--- src/rtl/usb_fifo_writer_if.sv ---
// Pin and stream bundle for the FT601 transmit-side writer.
// The master modport is the writer; the slave modport is its surroundings.
interface usb_fifo_writer_if #(
   parameter int WIDTH    = 32,
   parameter int BE_WIDTH = WIDTH / 8
);
   logic [WIDTH-1:0]    s_data;
   logic [BE_WIDTH-1:0] s_be;
   logic                s_last;
   logic                s_valid;
   logic                s_ready;
   logic                bus_req;
   logic                bus_grant;
   logic                usb_tx_full;
   logic                usb_wren_l;
   logic [WIDTH-1:0]    usb_data_o;
   logic [BE_WIDTH-1:0] usb_be_o;
   logic                usb_data_oe;

   modport master (
      input  s_data, s_be, s_last, s_valid, bus_grant, usb_tx_full,
      output s_ready, bus_req, usb_wren_l, usb_data_o, usb_be_o, usb_data_oe
   );

   modport slave (
      output s_data, s_be, s_last, s_valid, bus_grant, usb_tx_full,
      input  s_ready, bus_req, usb_wren_l, usb_data_o, usb_be_o, usb_data_oe
   );
endinterface

--- src/rtl/usb_fifo_writer.sv ---
// FPGA->host writer for an FT601-style 245 synchronous FIFO bus: buffers stream
// words in a 2-entry FIFO, wins the shared pins from the arbiter, strobes the words out.
module usb_fifo_writer #(
   parameter int WIDTH      = 32,
   parameter int BE_WIDTH   = WIDTH / 8,
   parameter int MAX_BURST  = 256,
   parameter int TURNAROUND = 1
) (
   input  logic              clk,
   input  logic              rst_l,
   usb_fifo_writer_if.master bus
);
   typedef enum logic [2:0] {
      ST_IDLE    = 3'd0,
      ST_REQ     = 3'd1,
      ST_TURN    = 3'd2,
      ST_WRITE   = 3'd3,
      ST_RELEASE = 3'd4
   } state_t;

   localparam int BW = $clog2(MAX_BURST + 1);
   localparam int TW = (TURNAROUND > 1) ? $clog2(TURNAROUND) : 1;
   localparam int EW = WIDTH + BE_WIDTH + 1;
   localparam logic [BW-1:0] BURST_MAX = BW'(MAX_BURST);
   localparam logic [TW-1:0] TURN_LOAD = TW'(TURNAROUND - 1);

   state_t              state_r, state_s;
   logic [EW-1:0]       ent0_r, ent1_r, ent0_s, ent1_s, in_word_s;
   logic [1:0]          count_r, count_s;
   logic [BW-1:0]       burst_r, burst_s;
   logic [TW-1:0]       turn_r, turn_s;
   logic                last_seen_r, last_seen_s;
   logic                push_s, pop_s, wren_l_s;
   logic                s_ready_r, bus_req_r, wren_l_r, oe_r;
   logic [WIDTH-1:0]    data_r;
   logic [BE_WIDTH-1:0] be_r;

   assign bus.s_ready     = s_ready_r;
   assign bus.bus_req     = bus_req_r;
   assign bus.usb_wren_l  = wren_l_r;
   assign bus.usb_data_oe = oe_r;
   assign bus.usb_data_o  = data_r;
   assign bus.usb_be_o    = be_r;

   // Two-entry shift FIFO: entry 0 is always the word presented on the pins.
   always_comb begin
      in_word_s = {bus.s_last, bus.s_be, bus.s_data};
      push_s    = bus.s_valid & s_ready_r;
      pop_s     = (state_r == ST_WRITE) & ~wren_l_r & ~bus.usb_tx_full;
      ent0_s    = ent0_r;
      ent1_s    = ent1_r;
      count_s   = count_r;
      case ({push_s, pop_s})
         2'b10: begin
            if (count_r == 2'd0) begin
               ent0_s = in_word_s;
            end else begin
               ent1_s = in_word_s;
            end
            count_s = count_r + 2'd1;
         end
         2'b01: begin
            ent0_s  = ent1_r;
            count_s = count_r - 2'd1;
         end
         2'b11: begin
            if (count_r == 2'd2) begin
               ent0_s = ent1_r;
               ent1_s = in_word_s;
            end else begin
               ent0_s = in_word_s;
            end
         end
         default: count_s = count_r;
      endcase
   end

   // Tenure sequencing plus the per-tenure burst and end-of-packet bookkeeping.
   always_comb begin
      state_s     = state_r;
      turn_s      = turn_r;
      burst_s     = burst_r;
      last_seen_s = last_seen_r | (push_s & bus.s_last);
      if (push_s && (burst_r != BURST_MAX)) begin
         burst_s = burst_r + BW'(1);
      end else begin
         burst_s = burst_r;
      end
      case (state_r)
         ST_IDLE: begin
            if (count_r != 2'd0) begin
               state_s = ST_REQ;
            end else begin
               state_s = ST_IDLE;
            end
         end
         ST_REQ: begin
            if (bus.bus_grant) begin
               state_s = ST_TURN;
               turn_s  = TURN_LOAD;
            end else begin
               state_s = ST_REQ;
            end
         end
         ST_TURN: begin
            if (turn_r == TW'(0)) begin
               state_s = ST_WRITE;
            end else begin
               turn_s = turn_r - TW'(1);
            end
         end
         ST_WRITE: begin
            if (pop_s && ent0_r[EW-1]) begin
               state_s = ST_RELEASE;
            end else if ((burst_r == BURST_MAX) && (count_s == 2'd0)) begin
               state_s = ST_RELEASE;
            end else begin
               state_s = ST_WRITE;
            end
         end
         ST_RELEASE: begin
            state_s     = ST_IDLE;
            burst_s     = {BW{1'b0}};
            last_seen_s = 1'b0;
         end
         default: state_s = ST_IDLE;
      endcase
      wren_l_s = ~((state_s == ST_WRITE) && (count_s != 2'd0));
   end

   // State and pin registers; every pin is a flop loaded from next-state values.
   always_ff @(posedge clk) begin
      if (!rst_l) begin
         state_r     <= ST_IDLE;
         ent0_r      <= {EW{1'b0}};
         ent1_r      <= {EW{1'b0}};
         count_r     <= 2'd0;
         burst_r     <= {BW{1'b0}};
         turn_r      <= {TW{1'b0}};
         last_seen_r <= 1'b0;
         s_ready_r   <= 1'b0;
         bus_req_r   <= 1'b0;
         wren_l_r    <= 1'b1;
         oe_r        <= 1'b0;
         data_r      <= {WIDTH{1'b0}};
         be_r        <= {BE_WIDTH{1'b0}};
      end else begin
         state_r     <= state_s;
         ent0_r      <= ent0_s;
         ent1_r      <= ent1_s;
         count_r     <= count_s;
         burst_r     <= burst_s;
         turn_r      <= turn_s;
         last_seen_r <= last_seen_s;
         s_ready_r   <= (count_s != 2'd2) && (state_s != ST_RELEASE) &&
                        (burst_s != BURST_MAX) && !last_seen_s;
         bus_req_r   <= (state_s != ST_IDLE);
         wren_l_r    <= wren_l_s;
         oe_r        <= (state_s == ST_TURN) || (state_s == ST_WRITE);
         data_r      <= wren_l_s ? {WIDTH{1'b0}} : ent0_s[WIDTH-1:0];
         be_r        <= wren_l_s ? {BE_WIDTH{1'b0}} : ent0_s[WIDTH +: BE_WIDTH];
      end
   end
endmodule

--- src/flat_wrapper.sv ---
// flat-port wrapper written by rule: the top's interface ports become plain ports
module usb_fifo_writer_flat 
#(
   parameter int WIDTH      = 32,
   parameter int BE_WIDTH   = WIDTH / 8,
   parameter int MAX_BURST  = 256,
   parameter int TURNAROUND = 1
)
  (clk, rst_l, bus_s_data, bus_s_be, bus_s_last, bus_s_valid, bus_bus_grant, bus_usb_tx_full, bus_s_ready, bus_bus_req, bus_usb_wren_l, bus_usb_data_o, bus_usb_be_o, bus_usb_data_oe);
  usb_fifo_writer_if #(.WIDTH(WIDTH), .BE_WIDTH(BE_WIDTH)) bus_i ();
  input  logic clk;
  input  logic rst_l;
  input wire logic [$bits(bus_i.s_data)-1:0] bus_s_data;
  input wire logic [$bits(bus_i.s_be)-1:0] bus_s_be;
  input wire logic [$bits(bus_i.s_last)-1:0] bus_s_last;
  input wire logic [$bits(bus_i.s_valid)-1:0] bus_s_valid;
  input wire logic [$bits(bus_i.bus_grant)-1:0] bus_bus_grant;
  input wire logic [$bits(bus_i.usb_tx_full)-1:0] bus_usb_tx_full;
  output wire logic [$bits(bus_i.s_ready)-1:0] bus_s_ready;
  output wire logic [$bits(bus_i.bus_req)-1:0] bus_bus_req;
  output wire logic [$bits(bus_i.usb_wren_l)-1:0] bus_usb_wren_l;
  output wire logic [$bits(bus_i.usb_data_o)-1:0] bus_usb_data_o;
  output wire logic [$bits(bus_i.usb_be_o)-1:0] bus_usb_be_o;
  output wire logic [$bits(bus_i.usb_data_oe)-1:0] bus_usb_data_oe;
  assign bus_i.s_data = bus_s_data;
  assign bus_i.s_be = bus_s_be;
  assign bus_i.s_last = bus_s_last;
  assign bus_i.s_valid = bus_s_valid;
  assign bus_i.bus_grant = bus_bus_grant;
  assign bus_i.usb_tx_full = bus_usb_tx_full;
  assign bus_s_ready = bus_i.s_ready;
  assign bus_bus_req = bus_i.bus_req;
  assign bus_usb_wren_l = bus_i.usb_wren_l;
  assign bus_usb_data_o = bus_i.usb_data_o;
  assign bus_usb_be_o = bus_i.usb_be_o;
  assign bus_usb_data_oe = bus_i.usb_data_oe;
  usb_fifo_writer #(.WIDTH(WIDTH), .BE_WIDTH(BE_WIDTH), .MAX_BURST(MAX_BURST), .TURNAROUND(TURNAROUND)) u_core (.clk(clk), .rst_l(rst_l), .bus(bus_i));
endmodule
--- config.mk ---
export PLATFORM = sky130hd
export DESIGN_NAME = usb_fifo_writer_flat
export DESIGN_NICKNAME = d
export VERILOG_FILES = /design/src/rtl/usb_fifo_writer_if.sv /design/src/rtl/usb_fifo_writer.sv /design/src/flat_wrapper.sv
export SDC_FILE = /design/constraint.sdc
export NUM_CORES = 1
export LEC_CHECK = 0
export ABC_AREA = 0
export CAP_MARGIN = 30
export CORE_MARGIN = 2
export CORE_UTILIZATION = 45
export CTS_CLUSTER_DIAMETER = 120
export DETAILED_ROUTE_END_ITERATION = 10
export GPL_TIMING_DRIVEN = 0
export PLACE_DENSITY = 0.69
export SETUP_SLACK_MARGIN = 0.1
export SYNTH_ARGS = -nofsm -noshare
export SYNTH_HDL_FRONTEND = slang
export SYNTH_SLANG_ARGS = --single-unit
--- constraint.sdc ---
create_clock -name clk -period 3.5 [get_ports clk]
set_clock_uncertainty 0.1 [all_clocks]
set_input_delay 1.05 -clock clk [delete_from_list [all_inputs] [get_ports clk]]
set_output_delay 1.05 -clock clk [all_outputs]
set_load 0.01 [all_outputs]
# ---- Yosys cells after proc, flatten, opt, wreduce, memory -nomap -nowiden
# Cells that the tools add are included.
dict set report totals {
  reg_bits 130
  latchBits 0
  ramBits 0
  mem_bits_ro 0
  out_inout_bits 40
  elab_cells 86
  memories 0
}
dict set report classes {
  n_addsub 4
  n_mul 0
  n_div 0
  n_lt_le_gt_ge 0
  eq_ne 19
  n_shift 0
  mux 19
  bitwise 8
  n_reduce_logical 22
}
# op n
set ops {}
lappend ops {{two-way mux 37 bit} 4}
lappend ops {{one-hot mux 37 bit (3 select lines)} 1}
lappend ops {{one-hot mux 37 bit (2 select lines)} 1}
lappend ops {{two-way mux 9 bit} 2}
lappend ops {{!= test 9 bit, second input constant} 2}
lappend ops {{equality test 3 x 2 -> 1 bit, second input constant} 4}
lappend ops {{one-hot mux 3 bit (4 select lines)} 1}
lappend ops {{adder 9 x 1 -> 9 bit, second input constant} 1}
lappend ops {{equality test 9 bit, second input constant} 1}
lappend ops {{two-way mux 3 bit} 3}
lappend ops {{nonzero test 2 bit} 4}
lappend ops {{logical AND 1 bit} 7}
lappend ops {{equality test 2 bit, second input constant} 3}
lappend ops {{!= test 2 bit, second input constant} 3}
lappend ops {{AND reduction 2 bit} 3}
lappend ops {{nonzero test 3 bit} 2}
lappend ops {{bitwise AND 1 bit} 4}
lappend ops {{logical NOT 2 bit} 2}
lappend ops {{two-way mux 1 bit} 4}
lappend ops {{!= test 2 x 1 -> 1 bit, second input constant} 2}
lappend ops {{one-hot mux 2 bit (2 select lines)} 1}
lappend ops {{equality test 3 x 1 -> 1 bit, second input constant} 1}
lappend ops {{equality test 3 bit, second input constant} 1}
lappend ops {{logical NOT 3 bit} 1}
lappend ops {{12 further kinds} 14}

# ---- Logic depth before layout (Yosys ltp)
dict set report logic_depth {
  ltp_word 14
  ltp_mapped 12
}

# ---- Least setup slack after synthesis
# Ideal clock, no wire load.
dict set report synth_timing {
  path_kind {input to register}
  startpoint {input port bus_usb_tx_full}
  endpoint {register u_core.be_r[2], in the netlist u_core.bus.usb_be_o[2]}
  setup_ns 0.064
  arrival_time_ns 2.725
  required_time_ns 3.336
  slack_ns 0.611
  stages 8
  cell_sequence {nor3_1 ha_1 nor3b_1 or3_1 nor2_1 nand2_2 buf_2 nor2_1}
}
dict set report synth_between {
  elab_chain_cells 12
}
# element line
set synth_lines {}
lappend synth_lines {{start: declaration} flat_wrapper.sv:18} ;# input wire logic [$bits(bus_i.usb_tx_full)-1:0] bus_usb_tx_full;
lappend synth_lines {{NOT 1 bit *} usb_fifo_writer.sv:49} ;# pop_s = (state_r == ST_WRITE) & ~wren_l_r & ~bus.usb_tx_full;
lappend synth_lines {{bitwise AND 1 bit *} usb_fifo_writer.sv:49}
lappend synth_lines {{equality test 2 x 1 -> 1 bit / equality test 2 bit (equally long branches)} usb_fifo_writer.sv:53} ;# case ({push_s, pop_s})
lappend synth_lines {{one-hot mux 2 bit (2 select lines)} usb_fifo_writer.sv:53}
lappend synth_lines {{logical NOT 2 bit} usb_fifo_writer.sv:115} ;# end else if ((burst_r == BURST_MAX) && (count_s == 2'd0)) begin
lappend synth_lines {{logical AND 1 bit} usb_fifo_writer.sv:115}
lappend synth_lines {{two-way mux 3 bit} usb_fifo_writer.sv:115}
lappend synth_lines {{two-way mux 3 bit} usb_fifo_writer.sv:113} ;# if (pop_s && ent0_r[EW-1]) begin
lappend synth_lines {{one-hot mux 3 bit (4 select lines)} usb_fifo_writer.sv:89} ;# case (state_r)
lappend synth_lines {{equality test 3 x 2 -> 1 bit} usb_fifo_writer.sv:128} ;# wren_l_s = ~((state_s == ST_WRITE) && (count_s != 2'd0));
lappend synth_lines {{logical AND 1 bit} usb_fifo_writer.sv:128}
lappend synth_lines {{AND reduction 2 bit (no line)} -}
lappend synth_lines {{end signal: assignment} usb_fifo_writer.sv:146} ;# be_r <= {BE_WIDTH{1'b0}};
lappend synth_lines {{end signal: assignment} usb_fifo_writer.sv:161} ;# be_r <= wren_l_s ? {BE_WIDTH{1'b0}} : ent0_s[WIDTH +: BE_WIDTH];
lappend synth_lines {{end: declaration} usb_fifo_writer.sv:36} ;# logic [BE_WIDTH-1:0] be_r;
# Every way passes the cells marked *; elsewhere a longest branch is shown, timed or not.
# A chain may end at the register's enable or synchronous reset.

# ---- Worst setup path after layout
dict set report layout_timing {
  startpoint {input port bus_usb_tx_full}
  endpoint {register u_core.data_r[1], in the netlist u_core.bus.usb_data_o[1]}
}
dict set report layout_between {
  elab_chain_cells 12
}
# element line
set layout_lines {}
lappend layout_lines {{NOT 1 bit *} usb_fifo_writer.sv:49}
lappend layout_lines {{bitwise AND 1 bit *} usb_fifo_writer.sv:49}
lappend layout_lines {{equality test 2 x 1 -> 1 bit / equality test 2 bit (equally long branches)} usb_fifo_writer.sv:53}
lappend layout_lines {{one-hot mux 2 bit (2 select lines)} usb_fifo_writer.sv:53}
lappend layout_lines {{logical NOT 2 bit} usb_fifo_writer.sv:115}
lappend layout_lines {{logical AND 1 bit} usb_fifo_writer.sv:115}
lappend layout_lines {{two-way mux 3 bit} usb_fifo_writer.sv:115}
lappend layout_lines {{two-way mux 3 bit} usb_fifo_writer.sv:113}
lappend layout_lines {{one-hot mux 3 bit (4 select lines)} usb_fifo_writer.sv:89}
lappend layout_lines {{equality test 3 x 2 -> 1 bit} usb_fifo_writer.sv:128}
lappend layout_lines {{logical AND 1 bit} usb_fifo_writer.sv:128}
lappend layout_lines {{AND reduction 2 bit (no line)} -}
lappend layout_lines {{end signal: assignment} usb_fifo_writer.sv:145} ;# data_r <= {WIDTH{1'b0}};
lappend layout_lines {{end signal: assignment} usb_fifo_writer.sv:160} ;# data_r <= wren_l_s ? {WIDTH{1'b0}} : ent0_s[WIDTH-1:0];
lappend layout_lines {{end: declaration} usb_fifo_writer.sv:35} ;# logic [WIDTH-1:0] data_r;
# Marked as above.

==> flow_metrics.tcl <==
set metrics [dict create \
    synth_common_cells "129 x dfxtp_1, 83 x nand2_1, 50 x nor2_1" \
    die_h_um 109.6 \
    critical_path_peak_fanout 10 \
    yosysWarnings 0 \
    synthTopCellsByArea "dfxtp_1 51%, a2bb2oi_1 6.3%, nand2_1 6.2%" \
    ys_ff_latch 129 \
    fin_tns_setup_ns 0 \
    ant_nets 0 \
    ys_seq_area_share_pct 51.47 \
    synth.most_common_cell "dfxtp_1" \
    layout-drive-gt1-share_pct 8.410 \
    fp.dieArea_sq_mm 0.01201 \
    critPathLaunch "bus_usb_tx_full" \
    regArea_sq_mm 0.002582 \
    worstSetupPathType "input port to flop" \
    syn_avg_cell_area_sq_um 9.274 \
    postCtsSetupRepairBufs 0 \
    grt_pass1_vias 4023 \
    start_util_pct 46.28 \
    async_flop_share_pct 0 \
    coreArea_sq_mm 0.01084 \
    overflow 0 \
    routabilityCongestion 0.8307 \
    drv_slew 0 \
    ios 82 \
    worstReg2RegStart "u_core.state_r[0]" \
    clock_sinks 129 \
    area_delta_synth_final_pct 32.42 \
    cp-start-kind "input port" \
    cp.arrival_ns 3.50 \
    row_count 38 \
    critPathTopFamily "simple AND/OR/NAND/NOR gates" \
    grt_usage_pct 21.23 \
    crit_top_cell "nor2_1" \
    hold_class "flop to flop" \
    dp_hpwl_um 7967 \
    numCtsBuffers 17 \
    synth_cells 541 \
    multi_input_area_sq_mm 0.002243 \
    dieWidth_um 109.6 \
    drc 0 \
    end_kind "flop" \
    root_buffer "clkbuf_8" \
    relSlewSlack_pct 64.22 \
    outcome "finished, final reports clean" \
    clk_pin_slew_ns 0.06 \
    drtIter0Drc 198 \
    reg2reg_slack_ns 0.82 \
    vias_per_cell 5.282 \
    clockBufferDepth 2 \
    via_count 4194 \
    cap_violations 0 \
    nFillCells 906 \
    max_freq_mhz 315.8 \
    path_cells "clkdlybuf4s50_1 -> nor3_2 -> ha_1 -> nor3b_1 -> or3_1 -> nor2_1 -> nand2_2 -> buf_2 -> nor2_1" \
    finalSetupViolations 0 \
    antenna_found_initial 0 \
    holdBufCountCts 0 \
    synth_edf_count 0 \
    p_leak_nw 2.329 \
    tightest_slew_ns 0.5367 \
    yosys_most_used_dff "dfxtp_1" \
    diodes 0 \
    wl_per_cell_um 15.01 \
    syn-cell-area_sq_mm 0.005017 \
    synth_top_cell_by_area "dfxtp_1" \
    grt_pass1_wl_um 19470 \
    final_nets 689 \
    finalCritPeriodShare_pct 90.46 \
    p_per_area_mw_per_mm2 551.1 \
    grt_start_max_net_pins 17 \
    yosys.area.top_type_share_pct 51.47 \
    irDropWorstVdd_uv 285.2 \
    critical_path.max_stage_delay_ns 0.47 \
    insertion_delay_ns 0.52 \
    portBuffers 81 \
    worstHoldStart "u_core.ent1_r[36]" \
    cpMaxStageDelayCell "clkdlybuf4s50_1" \
    synth_nets 589 \
    cp.required_ns 3.84 \
    placed_area_sq_mm 0.006003 \
    wl_um 11910 \
    htreeDepth 4 \
    design_area_sq_mm 0.006644 \
    drt_first_pass_iters 4 \
    rsz0062_at_grt "no" \
    fin_crit_ns 3.166 \
    yosysUniqueCellTypes 44 \
    cts_tree "yes" \
    hold_violations 0 \
    cp_num_buf_inv 2 \
]
kinds of logic (layout without fill, tap and decap cells):
logic type,after synthesis,in the layout,synth area share [%]
simple gates,212,212,20.00
compound gates,139,139,21.55
flops,129,129,51.47
buf+inv,46,159,3.915
xor+xnor,9,9,1.571
fa+ha+maj,6,6,1.496
power breakdown:
group	internal [W]	leakage, nW	switching, W
sequential	0.00150	1.04	0.0000163
combinational	0.000138	0.989	0.000132
clock	0.00122	0.297	0.000659
final cells by class:
class                           count  area share [%]
Inverter                            8          0.4520
Multi-Input combinational cell    366           33.77
Clock buffer                       21           6.911
Buffer                             38           2.505
Clock inverter                     11           2.655
Sequential cell                   129           38.87
Timing Repair Buffer               81           12.20
Tap cell                          140           2.637
path summary, 6_finish.rpt:
check | end | cells after the start
max reg2reg | u_core.bus.usb_data_o[1] | 9
max | u_core.bus.usb_data_o[1] | 9
min reg2reg | u_core.ent1_r[36] | 2
min | u_core.ent1_r[36] | 2
registers in the layout (all words and copies together), names as in the netlist:
signal and count:
u_core.ent0_r 37, u_core.ent1_r 37, u_core.bus.usb_data_o 32, u_core.burst_r 9, u_core.bus.usb_be_o 4, u_core.state_r 3, u_core.count_r 2, u_core.bus.bus_req 1
u_core.bus.s_ready 1, u_core.bus.usb_data_oe 1, u_core.bus.usb_wren_l 1, u_core.last_seen_r 1
placed cells by master, fill, tap and decap left out, drive strengths merged, types with 7 or more instances in the layout:
master           n
inv             10
nand2           84
a21boi          39
clkdlybuf4s50   81
clkbuf          42
nor3             9
nor2            50
nor2b           37
buf             17
dfxtp          129
a2bb2oi         36
a22oi           37
o21ai            7
metal layers:
layer  vias to the layer above  part of all wire [%]  GRT usage (%)
met5                         -                     0              0
met4                         0                  0.89          7.052
met3                        11                   5.0          5.868
met2                       106                    48          33.33
met1                      2000                    46          28.27
li1                       2077                     -              -
worst min-delay path, cell delays in order, from the launching register on:
cell and delay (ns):
dfxtp_1 0.30, nand2_1 0.05, a21boi_1 0.05
metrics by stage:
step | setup slack [ns] | hold slack, ns | util [%] | std cells | power, W
detailed placement | -0.2950 | 0.3447 | 55.38 | 762 | 0.001811
finish | 0.3337 | 0.3505 | 61.29 | 794 | 0.003662
global placement | -0.2627 | 0.3398 | 55.38 | 762 | 0.001806
floorplan | 0.6111 | 0.3347 | - | 541 | 0.001702
global route | 0.1788 | 0.3712 | 61.29 | 794 | 0.003773
CTS | 0.2443 | 0.3548 | 61.24 | 794 | 0.003677
what timing repair did:
action,4_1_cts,5_1_grt
resized for setup,0,1
endpoints found under the hold margin,0,0
setup endpoints to repair,0,4
No activity file was read; power rests on OpenSTA's default activity.
